**src/rtl/vend_ctrl.sv**
```systemverilog
// Newspaper vending controller: 15c price, 5c/10c coins, one-clock vend pulse with 5c change code.
// Credit and outputs are held in flops; nothing combinational reaches the outputs from coin.
module vend_ctrl (
  input  logic       clock,
  input  logic       reset,
  input  logic [1:0] coin,
  output logic       newspaper,
  output logic [1:0] res
);

  localparam int unsigned COIN_W = 2;
  localparam int unsigned RES_W  = 2;

  localparam logic [COIN_W-1:0] COIN_5  = COIN_W'(1);
  localparam logic [COIN_W-1:0] COIN_10 = COIN_W'(2);

  localparam logic [RES_W-1:0] RES_NONE = RES_W'(0);
  localparam logic [RES_W-1:0] RES_5C   = RES_W'(1);

  // S_BAD is the unused encoding; it only exists so the recovery path is explicit.
  typedef enum logic [1:0] {
    S0    = 2'd0,
    S5    = 2'd1,
    S10   = 2'd2,
    S_BAD = 2'd3
  } state_t;

  state_t           state;
  state_t           state_nx;
  logic             newspaper_nx;
  logic [RES_W-1:0] res_nx;

  // State and output registers; reset discards credit without any refund.
  always_ff @(posedge clock or negedge reset) begin
    if (!reset) begin
      state     <= S0;
      newspaper <= 1'b0;
      res       <= RES_NONE;
    end else begin
      state     <= state_nx;
      newspaper <= newspaper_nx;
      res       <= res_nx;
    end
  end

  // Next credit and vend decision; coin codes 0 and 3 hold state with no output.
  always_comb begin
    state_nx     = state;
    newspaper_nx = 1'b0;
    res_nx       = RES_NONE;
    unique case (state)
      S0: begin
        if (coin == COIN_5) begin
          state_nx = S5;
        end else if (coin == COIN_10) begin
          state_nx = S10;
        end
      end
      S5: begin
        if (coin == COIN_5) begin
          state_nx = S10;
        end else if (coin == COIN_10) begin
          state_nx     = S0;
          newspaper_nx = 1'b1;
        end
      end
      S10: begin
        if (coin == COIN_5) begin
          state_nx     = S0;
          newspaper_nx = 1'b1;
        end else if (coin == COIN_10) begin
          state_nx     = S0;
          newspaper_nx = 1'b1;
          res_nx       = RES_5C;
        end
      end
      default: begin
        state_nx = S0;
      end
    endcase
  end

endmodule

```
**config.mk**
```make
export PLATFORM = sky130hd
export DESIGN_NAME = vend_ctrl
export DESIGN_NICKNAME = d
export VERILOG_FILES = /design/src/rtl/vend_ctrl.sv
export SDC_FILE = /design/constraint.sdc
export NUM_CORES = 1
export LEC_CHECK = 0
export BUFFER_PORTS_ARGS = -buffer_cell sky130_fd_sc_hd__buf_2
export CAP_MARGIN = 40
export CELL_PAD_IN_SITES_DETAIL_PLACEMENT = 1
export CELL_PAD_IN_SITES_GLOBAL_PLACEMENT = 1
export CORE_AREA = 10 10 47 49
export DETAILED_ROUTE_END_ITERATION = 6
export DIE_AREA = 0 0 57 59
export GPL_TIMING_DRIVEN = 0
export HOLD_SLACK_MARGIN = 0.1
export PLACE_DENSITY_LB_ADDON = 0.1
export SYNTH_ARGS = -nofsm -noshare
export SYNTH_HDL_FRONTEND = slang
export SYNTH_SLANG_ARGS = --single-unit
```
**constraint.sdc**
```tcl
create_clock -name clock -period 2 [get_ports clock]
set_clock_uncertainty 0.05 [all_clocks]
set_input_delay 0.1 -clock clock [delete_from_list [all_inputs] [get_ports clock]]
set_output_delay 0.1 -clock clock [all_outputs]
set_load 0.05 [all_outputs]
```
==> impl_metrics.ini, run 1 <==
[routing]
drt_drc_violations_left = 0
ant_nets = 0
num_vias = 265
vias_per_cell = 4.42
drtIter0Drc = 7
postRouteWirelength_um = 795
first_pass_iters = 2
wl_per_cell_um = 13.3

[timing]
fmax_mhz = 708
maxSlewViolCount = 0
rsz0062_at_grt = no
hold_viol = 0
finalSetupTns_ps = 0
setup_viol = 0
fin_crit_sh_pct = 70.7
min_period_ps = 1410

[synthesis]
synth_cell_types = 18
avgSynthCellArea_sq_um = 9.44
yosysMostFrequentCell = ha_1
synth_top_area_share_pct = 30.3
ys_warn_count = 0
synth.area.top_cells = dfrtp_1 (30%), ha_1 (30%), inv_1 (6.8%), o31ai_1 (4.5%), nand2b_1 (3.8%)
yosysTopAreaCell = dfrtp_1
synth-compound-area-share_pct = 17.8
synth_cells = 35
synth-simple-area-share_pct = 11.4
synth_common_cells = ha_1 (8), inv_1 (6), dfrtp_1 (4)
synthMuxAreaShare_pct = 0
synth_area_sq_um = 330
synth_top_family_by_area = adder cells
synth-main-ff-cell = dfrtp_1
synthAdderAreaFrac_pct = 30.3
ys_async_sr_fraction_pct = 100
synth_fp_nets = 47
synthXorXnorAreaFrac_pct = 0
seq_area_frac_synth_pct = 30.3
ys_ff_latch = 4
synth_edf_count = 0

[clocking]
h-tree-depth = 1
postCtsSetupRepairBufs = 0
insertion_delay_ps = 230
cts_buffer_depth = 2
numCtsBuffers = 3
cts_sinks = 4
clk_pin_slew_ps = 40
cts_resized = 0
cts_tree = yes
root_buffer = clkbuf_4

[worst_setup_path]
cp.required_ps = 2090
reg2reg_depth = 5
cpPeakStageDelay_ps = 420
critPathMaxFanout = 5
crit_path_end = state[0]
crit_chain = inv_1, ha_1, a21oi_2, o2111ai_1, o22ai_1
r2r-start = state[0]
cp.arrival_ps = 1510
start_kind = register
r2r_slack_ps = 590
path_depth = 5
crit_type = register to register
crit_family = compound AO/OA/AOI/OAI gates
r2r_end = state[0]
cp-end-kind = register
path_buf_inv = 1
startpoint = state[0]
cpMaxStageDelayCell = dfrtp_1

[global_routing]
grt_max_degree = 6
grt_usage_pct = 5.50
grt_pass1_wl_um = 1320
grt_pass1_vias = 322
antenna_found_initial = 0
globalRouteOverflowTotal = 0

[final_layout]
diodes = 0
design_area_sq_um = 408
area_growth_pct = 23.5
final_core_util_pct = 29.1
layout.nets = 58
layout-drive-gt1-share_pct = 22.7
instances_no_fill = 60

[floorplanning]
die_y_um = 59
io_pins = 7
start_util_pct = 23.6
dieArea_sq_um = 3360
die_w_um = 57
core_area_sq_um = 1400
num_rows = 14

[placed_design]
io_buffers = 5
gp_congestion = 0.688
place_area_sq_um = 375
place_hpwl_um = 647
dpl.cell_count = 56

[min_path]
min_path_type = primary input to asynchronous set/reset pin

[power_and_ir_drop]
ir_drop_v = 0.000286
p_total_uw = 448
power_leakage_uw = 0.000215
p_per_area_nw_per_um2 = 1100

[run]
cap_violations = 0

[run_status]
outcome = finished, final reports clean
how the worst min path moves through the flow:
| stage | slack (ps) | endpoint | cells past startpoint | start |
|---|---|---|---|---|
| 2_1_floorplan | -250 | newspaper | 0 | reset |
| 3_3_place_gp | -150 | res[0] | 1 | reset |
| 3_5_place_dp | -140 | state[1] | 1 | reset |
| 5_1_grt | 170 | newspaper | 2 | reset |
| 6_report | 150 | newspaper | 2 | reset |
| 4_1_cts | 140 | newspaper | 2 | reset |
sequential cells by signal, summed over array words and instances, names as in the netlist:
signal / count
newspaper: 1
state: 2
res: 1
layout by cell type (no fill, tap or decap), drive strengths merged, types with 2 or more instances in the layout:
| cell type | instances |
|---|---|
| dfrtp | 4 |
| buf | 6 |
| nand2b | 2 |
| ha | 8 |
| inv | 6 |
| o31ai | 2 |
| clkbuf | 3 |
logic make-up (layout without fill, tap and decap cells):
group / count (synthesis) / after routing
adder cells (fa/ha/maj): 8 / 8
flip-flops: 4 / 4
buffers and inverters: 7 / 16
AND/OR/NAND/NOR: 7 / 7
AO/OA/AOI/OAI: 8 / 8
other: 1 / 1
cell type report:
type                       instances  area [sq um]
fill                             183           993
inverter                           6          22.5
tap                               16          20.0
clock buffer                       3          22.5
timing repair buffer               6          35.0
buffer                             1          7.51
multi-input combinational         24           200
sequential                         4           100
metal layers:
| metal | part of all wire, % | up-vias | routed length, um | global-route usage (%) |
|---|---|---|---|---|
| met2 | 57 | 5 | 455 | 8.84 |
| li1 | - | 131 | - | - |
| met5 | 0 | - | 0 | 0 |
| met1 | 38 | 129 | 300 | 4.42 |
| met3 | 4.9 | 0 | 39 | 1.93 |
| met4 | 0 | 0 | 0 | 8.05 |
power by group:
part / internal (uW) / leakage, uW / switching (uW)
combinational: 82.1 / 0.000148 / 135
sequential: 106 / 0.0000532 / 27.5
clock: 67.0 / 0.0000138 / 31.6
total: 255 / 0.000215 / 194
stage by stage:
step                      setup slack (ps)  hold WS, ps
after floorplan                        791         -246
after global placement                 624         -149
after detailed placement               599         -141
after CTS                              585          142
after global routing                   448          170
final                                  587          147
worst register-to-register path: stages (launching register included):
cell	delay [ps]
dfrtp_1	420
inv_1	100
ha_1	280
a21oi_2	170
o2111ai_1	130
o22ai_1	180
repair_timing:
action / CTS / global route
endpoints found under the hold margin: 4 / 0
hold buffers: 1 / 0
setup endpoints to repair: 0 / 0
Power figures use the tool's default switching activity.
==> run 2: changes to the inputs <==
==> constraint.sdc (replaced) <==
create_clock -name clock -period 1.2 [get_ports clock]
set_clock_uncertainty 0.05 [all_clocks]
set_input_delay 0.06 -clock clock [delete_from_list [all_inputs] [get_ports clock]]
set_output_delay 0.06 -clock clock [all_outputs]
set_load 0.05 [all_outputs]
==> run 2 against run 1 <==
Against the previous run: the flow now finishes with violations (negative setup slack); core utilization rose by 5.7 points; largest power group unchanged; register-to-register slack got worse by 650 ps; critical endpoint is now state[1]; setup slack got worse by 650 ps; global-route usage rose by 0.70 points; cell count rose by 8.3%; final area rose by 20%; hold slack improved by 70 ps; fmax rose by 12%; highest routed layer is now met4; clock-buffer cell count did not move; wire length rose by 15%.
==> impl_metrics.ini, run 2 (same netlist as run 1, synthesis figures left out) <==
[global_routing]
grt_max_degree = 6
antenna_found_initial = 0
grt_pass1_vias = 371
grt_usage_pct = 6.20
globalRouteOverflowTotal = 0
grt_pass1_wl_um = 1560

[placed_design]
gp_congestion = 0.743
io_buffers = 5
place_hpwl_um = 705
dpl.cell_count = 56

[floorplanning]
io_pins = 7
die_w_um = 57
die_y_um = 59
dieArea_sq_um = 3360
num_rows = 14
start_util_pct = 23.6
core_area_sq_um = 1400

[timing]
setup_viol = 2
rsz0062_at_grt = yes
maxSlewViolCount = 0
min_period_ps = 1260
fin_crit_sh_pct = 105
finalSetupTns_ps = -77.8
fmax_mhz = 793
hold_viol = 0
postLayoutSetupSlackWorst_ps = -61.5

[clocking]
cts_sinks = 4
clk_pin_slew_ps = 40
h-tree-depth = 1
numCtsBuffers = 3
root_buffer = clkbuf_4
cts_tree = yes
cts_buffer_depth = 2
insertion_delay_ps = 240

[power_and_ir_drop]
p_total_uw = 939
p_comb_share_pct = 58.6
ir_drop_v = 0.000400
p_int_uw = 541
p_per_area_nw_per_um2 = 1920
power_leakage_uw = 0.000238
power_frac_clock_pct = 17.8
p_sw_uw = 397
pwr-share-seq_pct = 23.6
swShare_pct = 42.3

[final_layout]
multi_input_area_sq_um = 235
largestRegisters = state: 2 flops, newspaper: 1 flops, res: 1 flops
largest_reg_flops = 2
layout_commonest_cell = ha_1
largest_register = state
instances_no_fill = 65
diodes = 0
fillerInstances = 177
layout.nets = 63
area_growth_pct = 47.7
layout-drive-gt1-share_pct = 42.9
layout_common_cells = ha_1 (6), buf_2 (5), inv_1 (4), buf_4 (4)
seq_area_sq_um = 103

[min_path]
min_path_type = primary input to register

[worst_setup_path]
cpMaxStageDelayCell = dfrtp_2
critPathMaxFanout = 4
crit_chain = buf_4, nor2b_1, o31ai_1, o21ai_1
cp-end-kind = register
crit_family = flip-flops
start_kind = register
cpPeakStageDelay_ps = 430
cp.required_ps = 1260
crit_type = register to register
cp.arrival_ps = 1320
path_buf_inv = 1

[routing]
wl_per_cell_um = 14.1
postRouteWirelength_um = 918
ant_nets = 0
drt_drc_violations_left = 0
drtIter0Drc = 3
first_pass_iters = 3
vias_per_cell = 4.51
num_vias = 293

[run_status]
violations = negative setup slack
outcome = finished with violations

[run]
cap_violations = 0
==> run 2: changes by cell type in the layout (fill, tap and decap cells not counted), sizes merged <==
cell         delta
buf             +3
dlygate4sd3     +2
==> run 2: layout make-up <==
cell class,instances,share of cell area (%)
buffer,1,1.54
clock buffer,3,4.62
inverter,6,4.62
multi-input combinational,24,48.2
sequential,4,21.0
tap,16,4.10
timing repair buffer,11,15.9
==> run 2: what timing repair did <==
action / CTS / global route
setup buffers: 3 / 0
endpoints found under the hold margin: 4 / 0
pin swaps: 4 / 3
setup endpoints to repair: 3 / 3
hold buffers: 3 / 0
gates resized for setup: 3 / 7
==> run 2: worst paths after layout <==
kind / cells past startpoint / slack (ps) / start / to
min reg2reg: 3 / 680 / state[1] / state[1]
max: 4 / -60 / state[1] / state[1]
max in group asynchronous: 3 / 310 / reset / state[1]
min in group asynchronous: 3 / 640 / reset / state[0]
min: 3 / 220 / coin[1] / state[0]
max reg2reg: 4 / -60 / state[1] / state[1]
==> run 2: per-layer routing <==
| layer | vias to the layer above | routed length, um | track usage [%] |
|---|---|---|---|
| li1 | 143 | - | - |
| met1 | 141 | 310 | 4.56 |
| met2 | 7 | 535 | 11.3 |
| met3 | 2 | 45 | 1.72 |
| met4 | 0 | 27 | 8.05 |
| met5 | - | 0 | 0 |
==> run 2: worst min-delay path: cells and delay by family <==
family,cells,cell delay (ps)
adders and majority gates,1,200
buffers and inverters,1,100
AOI/OAI and AO/OA,1,100
==> run 2: metrics by stage <==
stage / util (%) / setup slack, ps / hold slack, ps / area, sq um
2_1_floorplan: - / 36.7 / -286 / 333
3_3_place_gp: 27.0 / -112 / -189 / 378
3_5_place_dp: 27.0 / -167 / -179 / 378
4_1_cts: 33.0 / -97.2 / 190 / 463
5_1_grt: 34.8 / -120 / 232 / 488
6_report: 34.8 / -61.5 / 217 / 488
==> run 2: power groups by stage <==
stage | registers (uW) | clock network [uW] | logic, uW
after floorplan | 256 | 0 | 230
after global placement | 218 | 0 | 349
after detailed placement | 220 | 0 | 377
after CTS | 216 | 180 | 501
after global routing | 229 | 195 | 596
final | 222 | 167 | 550
==> run 3: changes to the inputs <==
--- a/config.mk
+++ b/config.mk
@@ -12,7 +12,6 @@
 export CORE_AREA = 10 10 47 49
 export DETAILED_ROUTE_END_ITERATION = 6
 export DIE_AREA = 0 0 57 59
-export GPL_TIMING_DRIVEN = 0
 export HOLD_SLACK_MARGIN = 0.1
 export PLACE_DENSITY_LB_ADDON = 0.1
 export SYNTH_ARGS = -nofsm -noshare
==> run 3 against run 2 <==
Against the previous run: the flow still finishes with violations (negative setup slack); sequential power about the same; hold slack got worse by 110 ps; global-route usage decreased by 0.66 points; final area decreased by 2.8%; largest power group unchanged; register-to-register slack improved by 50 ps; power decreased by 2.6%; sequential share of layout area increased by 0.35 points; flip-flop and latch count unchanged; critical endpoint unchanged; critical path depth increased by 1; clock power about the same; highest routed layer unchanged; wire length decreased by 2.5%.
==> impl_metrics.ini, run 3 (same netlist as run 1, synthesis figures left out) <==
[routing]
wl_per_cell_um = 14.2
drtIter0Drc = 3
first_pass_iters = 2
ant_nets = 0
vias_per_cell = 4.68
drt_drc_violations_left = 0
num_vias = 295
postRouteWirelength_um = 895

[floorplanning]
num_rows = 14
start_util_pct = 23.6
die_y_um = 59
io_pins = 7
dieArea_sq_um = 3360
die_w_um = 57
core_area_sq_um = 1400

[timing]
hold_viol = 0
setup_viol = 2
maxSlewViolCount = 0
rsz0062_at_grt = yes
min_period_ps = 1210
holdWs_ps = 111
postLayoutSetupSlackWorst_ps = -15.0
fmax_mhz = 823
fin_crit_sh_pct = 101

[clocking]
clk_pin_slew_ps = 40
h-tree-depth = 1
cts_tree = yes
root_buffer = clkbuf_4
cts_buffer_depth = 2
insertion_delay_ps = 230
numCtsBuffers = 3
cts_sinks = 4

[worst_setup_path]
crit_type = register to register
crit_chain = inv_2, ha_2, nand2b_1, o31ai_2, o21ai_1
cpMaxStageDelayCell = dfrtp_1
r2r_slack_ps = -10
cp.arrival_ps = 1320
reg2reg_depth = 5
crit_path_end = state[1]
r2r-start = state[1]
r2r_end = state[1]
cp-end-kind = register
start_kind = register
cp.required_ps = 1300
cpPeakStageDelay_ps = 420
critPathMaxFanout = 4
startpoint = state[1]

[final_layout]
final_core_util_pct = 33.8
fillerInstances = 172
largestRegisters = state: 2 flops, newspaper: 1 flops, res: 1 flops
layout.nets = 61
largest_reg_flops = 2
area_growth_pct = 43.6
layout_common_cells = ha_1 (5), buf_2 (5), inv_1 (4), buf_4 (4)
layout-drive-gt1-share_pct = 46.8
instances_no_fill = 63
diodes = 0
largest_register = state

[global_routing]
grt_pass1_vias = 354
globalRouteOverflowTotal = 0
grt_usage_pct = 5.54
antenna_found_initial = 0
grt_pass1_wl_um = 1440
grt_max_degree = 6

[run_status]
outcome = finished with violations
violations = negative setup slack

[power_and_ir_drop]
p_per_area_nw_per_um2 = 1930
ir_drop_v = 0.000847
p_total_uw = 914
power_leakage_uw = 0.000229

[placed_design]
post-place-ws_ps = -106
dpl.cell_count = 58
gp_congestion = 0.795
io_buffers = 5
place_hpwl_um = 691

[run]
cap_violations = 0

[min_path]
min_path_type = primary input to asynchronous set/reset pin
==> run 3: cell types whose count changed in the layout (fill, tap and decap cells not counted), sizes merged <==
cell / before / now
dlygate4sd3: 3 / 1
==> run 3: layout make-up <==
| cell class | instances | area [sq um] | share of cell area (%) |
|---|---|---|---|
| multi-input cells | 24 | 243 | 51.2 |
| flip-flops and latches | 4 | 101 | 21.4 |
| repair buffers | 10 | 65.1 | 13.7 |
| clock buffers | 3 | 22.5 | 4.75 |
| inverters | 6 | 22.5 | 4.75 |
| well taps | 16 | 20.0 | 4.22 |
==> run 3: routing by layer <==
layer,track usage [%],part of all wire (%),vias up
li1,-,-,138
met1,4.54,35,148
met2,9.92,57,7
met3,1.72,5.7,2
met4,6.04,2.1,0
met5,0,0,-
==> run 3: through the flow <==
step / instance area (sq um) / TNS (ps)
after floorplan: 333 / 0
after global placement: 393 / -116
after detailed placement: 393 / -192
after CTS: 443 / -120
after global routing: 474 / -266
final: 474 / -23.5
==> run 3: how the worst min path moves through the flow <==
stage / endpoint / slack [ps] / cells past startpoint
final: res[0] / 110 / 2
after detailed placement: state[0] / -180 / 1
after floorplan: newspaper / -290 / 0
after global routing: newspaper / 130 / 2
after global placement: res[0] / -180 / 1
after CTS: newspaper / 120 / 2
==> run 3: worst max-delay path: cells and delay by family (launching register included) <==
family,cells,cell delay (ps)
fa+ha+maj,1,230
compound gates,2,190
buf+inv,1,100
simple gates,1,150
flops,1,420
==> run 3: timing repair <==
action                                  CTS  global route
hold buffers                              1             0
pin swaps                                 4             3
gates resized for setup                   3             7
buffers inserted                          1             0
endpoints found under the setup margin    2             3
endpoints found under the hold margin     4             0
==> run 3: power breakdown <==
group	leakage [uW]	switching (uW)	internal [uW]
combinational	0.000164	290	240
sequential	0.0000517	42.0	178
clock	0.0000138	52.7	112
